File: config.mk
export PLATFORM = sky130hd
export DESIGN_NAME = cva6_cfg_info_responder
export DESIGN_NICKNAME = d
export VERILOG_FILES = /design/src/rtl/cva6_cfg_info_responder.sv
export SDC_FILE = /design/constraint.sdc
export NUM_CORES = 1
export LEC_CHECK = 0
export BUFFER_PORTS_ARGS = -buffer_cell sky130_fd_sc_hd__clkbuf_2
export CORE_AREA = 5 5 64 80
export CTS_CLUSTER_DIAMETER = 200
export DETAILED_ROUTE_END_ITERATION = 8
export DIE_AREA = 0 0 69 85
export PLACE_DENSITY = 0.77
export SYNTH_ARGS = -nofsm -noshare
export SYNTH_HDL_FRONTEND = slang
export SYNTH_SLANG_ARGS = --single-unit
File: constraint.sdc
create_clock -name clk_i -period 2.59 [get_ports clk_i]
set_clock_uncertainty 0.2 [all_clocks]
set_input_delay 0.777 -clock clk_i [delete_from_list [all_inputs] [get_ports clk_i]]
set_output_delay 0.777 -clock clk_i [all_outputs]
set_load 0.05 [all_outputs]
File: src/rtl/cva6_cfg_info_responder.sv
// ============================================================================
// Module   : cva6_cfg_info_responder
// Purpose  : Read-only 8-word table exposing the elaborated core configuration
//            over valid/ready request/response channels with an in-order FIFO.
// Revision : 1.0
// ============================================================================
`default_nettype none

module cva6_cfg_info_responder #(
    parameter int unsigned NrCommitPorts       = 1,
    parameter int unsigned NrScoreboardEntries = 4,
    parameter logic [31:0] ExtMask             = 32'h0000_0386,
    parameter int unsigned IcacheByteSize      = 16384,
    parameter int unsigned DcacheByteSize      = 32768,
    parameter int unsigned IcacheSetAssoc      = 4,
    parameter int unsigned DcacheSetAssoc      = 8,
    parameter int unsigned NrPMPEntries        = 8,
    parameter int unsigned XLEN                = 32,
    parameter int unsigned IdWidth             = 4,
    parameter int unsigned RspDepth            = 2
) (
    input  logic               clk_i,
    input  logic               rst_i,
    input  logic               req_valid_i,
    output logic               req_ready_o,
    input  logic [7:0]         req_addr_i,
    input  logic [IdWidth-1:0] req_id_i,
    output logic               rsp_valid_o,
    input  logic               rsp_ready_i,
    output logic [31:0]        rsp_data_o,
    output logic               rsp_err_o,
    output logic [IdWidth-1:0] rsp_id_o,
    output logic [7:0]         err_cnt_o
);

    localparam int unsigned PTR_W = (RspDepth > 1) ? $clog2(RspDepth) : 1;
    localparam int unsigned CNT_W = $clog2(RspDepth + 1);
    localparam int unsigned ENT_W = 32 + 1 + IdWidth;

    logic [CNT_W-1:0] count_q, count_d;
    logic [PTR_W-1:0] wr_ptr_q, wr_ptr_d;
    logic [PTR_W-1:0] rd_ptr_q, rd_ptr_d;
    logic [7:0]       err_cnt_q, err_cnt_d;
    logic [ENT_W-1:0] mem_q [RspDepth];

    logic             push;
    logic             pop;
    logic             addr_err;
    logic [31:0]      rd_data;
    logic [ENT_W-1:0] head;

    // Table lookup; only sampled into the FIFO on acceptance, so X addresses
    // while idle never reach the outputs.
    always_comb begin
        addr_err = (req_addr_i[1:0] != 2'b00) || (req_addr_i >= 8'h20);
        rd_data  = '0;
        case (req_addr_i[4:2])
            3'd0: rd_data = 32'h4356_3643;
            3'd1: rd_data = {16'h0001, 8'(NrCommitPorts), 8'(NrScoreboardEntries)};
            3'd2: rd_data = ExtMask;
            3'd3: rd_data = 32'(IcacheByteSize);
            3'd4: rd_data = 32'(DcacheByteSize);
            3'd5: rd_data = {16'(IcacheSetAssoc), 16'(DcacheSetAssoc)};
            3'd6: rd_data = {24'h0, 8'(NrPMPEntries)};
            3'd7: rd_data = 32'(XLEN);
            default: rd_data = '0;
        endcase
        if (addr_err) begin
            rd_data = '0;
        end
    end

    assign req_ready_o = (count_q < CNT_W'(RspDepth));
    assign rsp_valid_o = (count_q != '0);
    assign push        = req_valid_i & req_ready_o;
    assign pop         = rsp_valid_o & rsp_ready_i;

    always_comb begin
        count_d   = count_q;
        wr_ptr_d  = wr_ptr_q;
        rd_ptr_d  = rd_ptr_q;
        err_cnt_d = err_cnt_q;
        if (push) begin
            wr_ptr_d = (wr_ptr_q == PTR_W'(RspDepth - 1)) ? '0 : wr_ptr_q + 1'b1;
            if (addr_err && (err_cnt_q != 8'hFF)) begin
                err_cnt_d = err_cnt_q + 8'd1;
            end
        end
        if (pop) begin
            rd_ptr_d = (rd_ptr_q == PTR_W'(RspDepth - 1)) ? '0 : rd_ptr_q + 1'b1;
        end
        case ({push, pop})
            2'b10:   count_d = count_q + 1'b1;
            2'b01:   count_d = count_q - 1'b1;
            default: count_d = count_q;
        endcase
    end

    always_ff @(posedge clk_i) begin
        if (rst_i) begin
            count_q   <= '0;
            wr_ptr_q  <= '0;
            rd_ptr_q  <= '0;
            err_cnt_q <= '0;
        end else begin
            count_q   <= count_d;
            wr_ptr_q  <= wr_ptr_d;
            rd_ptr_q  <= rd_ptr_d;
            err_cnt_q <= err_cnt_d;
        end
    end

    // Storage needs no reset: an entry is only visible while count_q covers it.
    always_ff @(posedge clk_i) begin
        if (push) begin
            mem_q[wr_ptr_q] <= {rd_data, addr_err, req_id_i};
        end
    end

    assign head       = rsp_valid_o ? mem_q[rd_ptr_q] : '0;
    assign rsp_data_o = head[ENT_W-1 -: 32];
    assign rsp_err_o  = head[IdWidth];
    assign rsp_id_o   = head[IdWidth-1:0];
    assign err_cnt_o  = err_cnt_q;

endmodule

`default_nettype wire
# == Word level (Yosys, flattened, before mapping) ==
# Memories as Yosys holds them, arrays and structs flattened. A register that Yosys moved wholly into a read port is not among the register bits.
# Index checks and enable logic that the tools add are counted.
# op_classes
n_reduce_logical,6
div,0
n_mul,0
eq_ne,3
mux,9
n_bitwise,2
n_lt_le_gt_ge,2
n_shift,0
addsub,5
# ops
cell,count
$mux W37,1
$mux W32,1
$add A8 B1 Y8 const B,1
$ge A8 B6 Y1 const B,1
$ne A8 B8 Y1 const B,1
$mux W1,6
$reduce_bool A2 Y1,3
$pmux W2 S2,1
$add A1 B1 Y1 const B,2
$add A2 B1 Y2 const B,1
$and A1 B1 Y1,2
$eq A2 B1 Y1 const B,1
$eq A2 B2 Y1 const B,1
$lt A2 B2 Y1 const B,1
$reduce_and A2 Y1,1
$sub A2 B1 Y2 const B,1
$logic_and A1 B1 Y1,1
$logic_or A1 B1 Y1,1
# word_totals
mem_bits_rw,74
out_inout_bits,47
register_bits,12
word_cells,33
n_memories,2
rom_bits,176
latchBits,0
# mem_list
memory,words,word_bits,rd,rd_ports_with_merged_regs,write_ports,line_no,source
(name not given),8,22,1,0,0,57,case (req_addr_i[4:2])
mem_q,2,37,1,1,1,44,logic [ENT_W-1:0] mem_q [RspDepth];

# == Longest topological paths before layout ==
# depth
depth_word,4
ltp_mapped,6

# == Worst setup path after synthesis ==
# No wires, ideal clock.
# synth_timing
path_type,reg2out
start,register (tool-made name)
end,output port rsp_data_o[10]
path_buffers,3
path_slack_ns,-0.682
arrival_ns,2.295
path_stages_with_launch,6
cell_sequence,dfxtp_1 clkbuf_1 buf_2 mux2i_1 nor2_1 buf_4
# synth_rtl
element,line_no,source
end: declaration,30,"output logic [31:0] rsp_data_o,"

==> qor.txt <==
CP Launch Type: flip-flop
Max Cap Violations: 0
core area: 0.00432 mm2
DRT Wirelength: 3.72 mm
Area Growth Syn to Fin: 17.1%
Post-synth EDFFs: 30
Placement Cell Area: 0.00232 mm2
Setup crit end kind: primary output
Clk pin slew, worst setup/hold paths: 0.08 ns
worst stage delay on the critical path: 0.46 ns
routability cong.: 0.771
initial antenna violation count: 0
Syn Area/Cell: 11.6 um2
sum of negative setup slack: 0 ns
clk sinks: 43
I/O Buffers: 52
worst-path fanout max: 7
final hold viol count: 0
Routed Antenna Nets: 0
Die Span Y: 85 um
Synth async-reset ratio: 0%
Synth Flop Type: edfxtp_1
initial core utilization: 48.1%
via count: 1387
Layout Utilization: 56.4%
hold_sp: err_cnt_o[1]$_SDFFE_PP0P_
Netlist cell types: 36
Arrival @ worst endpoint: 1.48 ns
Die ar.: 0.00587 mm2
Inserted Diodes: 0
drt via density: 4.87
number of synthesized register bits: 43
Mapped Cells: 179
Fill cells: 390
post-DP HPWL: 2.75 mm
critical path cell sequence: buf_4, mux2i_1, nor2_1, clkbuf_2
WP data required: 1.61 ns
postcts setup bufs: 0
CTS tree: done
# rows: 27
Pwr Density: 1170 mW/mm2
wire per inst: 13.1 um
met3 wire len: 313 um
worst hold path type: flip-flop to flip-flop
DRC errors left: 0
vias in the first global route: 1364
Final min period: 2.46 ns
clk_lat worst skew: 0.29 ns
GRT Total Usage: 13.3%
Mapped Area: 0.00208 mm2
status: complete, no violations
Max VDD drop: 0.632 mV
die width: 69 um
CP Class: flip-flop to primary output
Slew Limit Fails: 0
gr ovfl total: 0
fin crit share: 94.9%
Layout Cells excl Fill: 285
Max Used Layer: met4
Slowest-stage cell, CP: dfxtp_2
Reg area: 0.00116 mm2
H-tree depth: 2
Num CTS Buffers: 5
Pre-antenna DRT Iters: 4
Leak Pwr: 0.997 nW
RSZ-0062 raised after global routing: no
Ports: 63
global-route wire length before repair: 6.27 mm
sequential area share after synthesis: 55.8%
flop2flop setup slack: 0.65 ns
pin count of the biggest net entering global routing: 18
count of nets after finishing: 248
Root Buffer: clkbuf_8
Initial DRC Count: 96
fmax: 407 MHz
Placed Cells: 277
final setup margin: 0.133 ns
CTS Hold Bufs: 0
M1 wire length: 1.52 mm
layout cells sized above 1: 33.5%
deepest clock path buffer count: 2
Final Cell Area: 0.00244 mm2
pre-CTS setup slack: 0.192 ns
Synth Warn #: 0
footprint of the multi-input gates: 761 um2
# setup viols final: 0
reg-to-reg startpoint: count_q[1]$_SDFFE_PP0P_
met2 WL: 1.82 mm
Yosys cell counts (2+ instances only):
cell type	number	area share, %
o21ai_0	2	0.48
ha_1	6	3.6
buf_4	22	7.9
dfxtp_1	13	13
edfxtp_1	30	43
inv_1	7	1.3
or4_1	3	1.1
nand4_1	2	0.60
and3_1	3	0.90
mux2i_1	17	8.2
nor3_1	2	0.48
nand2_1	5	0.90
nor2b_1	4	1.2
a21oi_1	4	0.96
clkbuf_1	2	0.36
o211ai_2	2	1.2
nor2_1	27	4.9
xnor2_1	3	1.3
o31ai_1	3	1.1
and2_1	6	1.8
layout make-up:
class                           instances  area share, %
Clock inverter                          2          0.513
Timing Repair Buffer                   57           13.3
Sequential cell                        43           47.7
Tap cell                               58           2.98
Inverter                                8           1.23
Multi-Input combinational cell        111           31.2
Clock buffer                            6           2.98
metrics by stage:
stage | power (W) | hold WS (ns)
finish | 0.00284 | 0.302
detailed placement | 0.00243 | 0.297
global placement | 0.00241 | 0.285
global route | 0.00299 | 0.345
CTS | 0.00283 | 0.309
floorplan | 0.00222 | 0.281
placed cells by master (no fill, tap or decap), types with 2 or more instances in the layout:
master and count:
a21oi_1 4, and2_1 6, and3_1 3, buf_4 5, clkbuf_2 41, clkbuf_4 11
clkbuf_8 5, conb_1 10, dfxtp_1 11, dfxtp_2 2, edfxtp_1 30, ha_1 6
inv_1 7, mux2i_1 17, nand2_1 5, nand4_1 2, nor2_1 24, nor2_4 3
nor2b_1 4, nor3_1 2, o211ai_2 2, o21ai_0 2, o31ai_1 3, or4_1 3
xnor2_1 3
layer usage:
| metal | GRT usage, % | vias to the layer above |
|---|---|---|
| li1 | - | 686 |
| met1 | 14.4 | 632 |
| met2 | 23.1 | 62 |
| met3 | 5.21 | 7 |
| met4 | 5.33 | 0 |
| met5 | 0 | - |
state kept, by name, indices dropped and copies added, names as in the netlist, named ones only:
name       count
rd_ptr_q       1
err_cnt_o      8
mem_q         30
wr_ptr_q       1
count_q        2
critical path, delay by kind of cell, from the launching register on:
kind / cells / cell delay [ns]
buf+inv: 2 / 0.47
flops: 1 / 0.46
mux: 1 / 0.20
simple gates: 1 / 0.06
kinds of logic after synthesis:
kind of cell             share of synthesized area [%]
adder cells (fa/ha/maj)                           3.61
AND/OR/NAND/NOR                                   14.5
XOR/XNOR                                          1.68
flip-flops                                        55.8
other                                            0.180
AO/OA/AOI/OAI                                     5.41
buffers and inverters                             10.2
multiplexers                                      8.71
power breakdown:
group / total [W] / switching [W] / internal (W)
registers: 0.000945 / 0.0000710 / 0.000874
logic: 0.00149 / 0.00112 / 0.000371
clock network: 0.000408 / 0.000220 / 0.000188
path summary, 6_finish.rpt:
kind	endpoint	cells after the start
worst max-delay path	rsp_id_o[0]	4
worst min-delay path	err_cnt_o[1]$_SDFFE_PP0P_	2
worst max register to register	count_q[1]$_SDFFE_PP0P_	6
worst min register to register	err_cnt_o[1]$_SDFFE_PP0P_	2
repair_timing:
| action | CTS | global route |
|---|---|---|
| gates resized for setup | 1 | 23 |
| setup endpoints to repair | 20 | 11 |
| cloned | 0 | 0 |
Note: power is estimated with default switching activity, not from simulation.
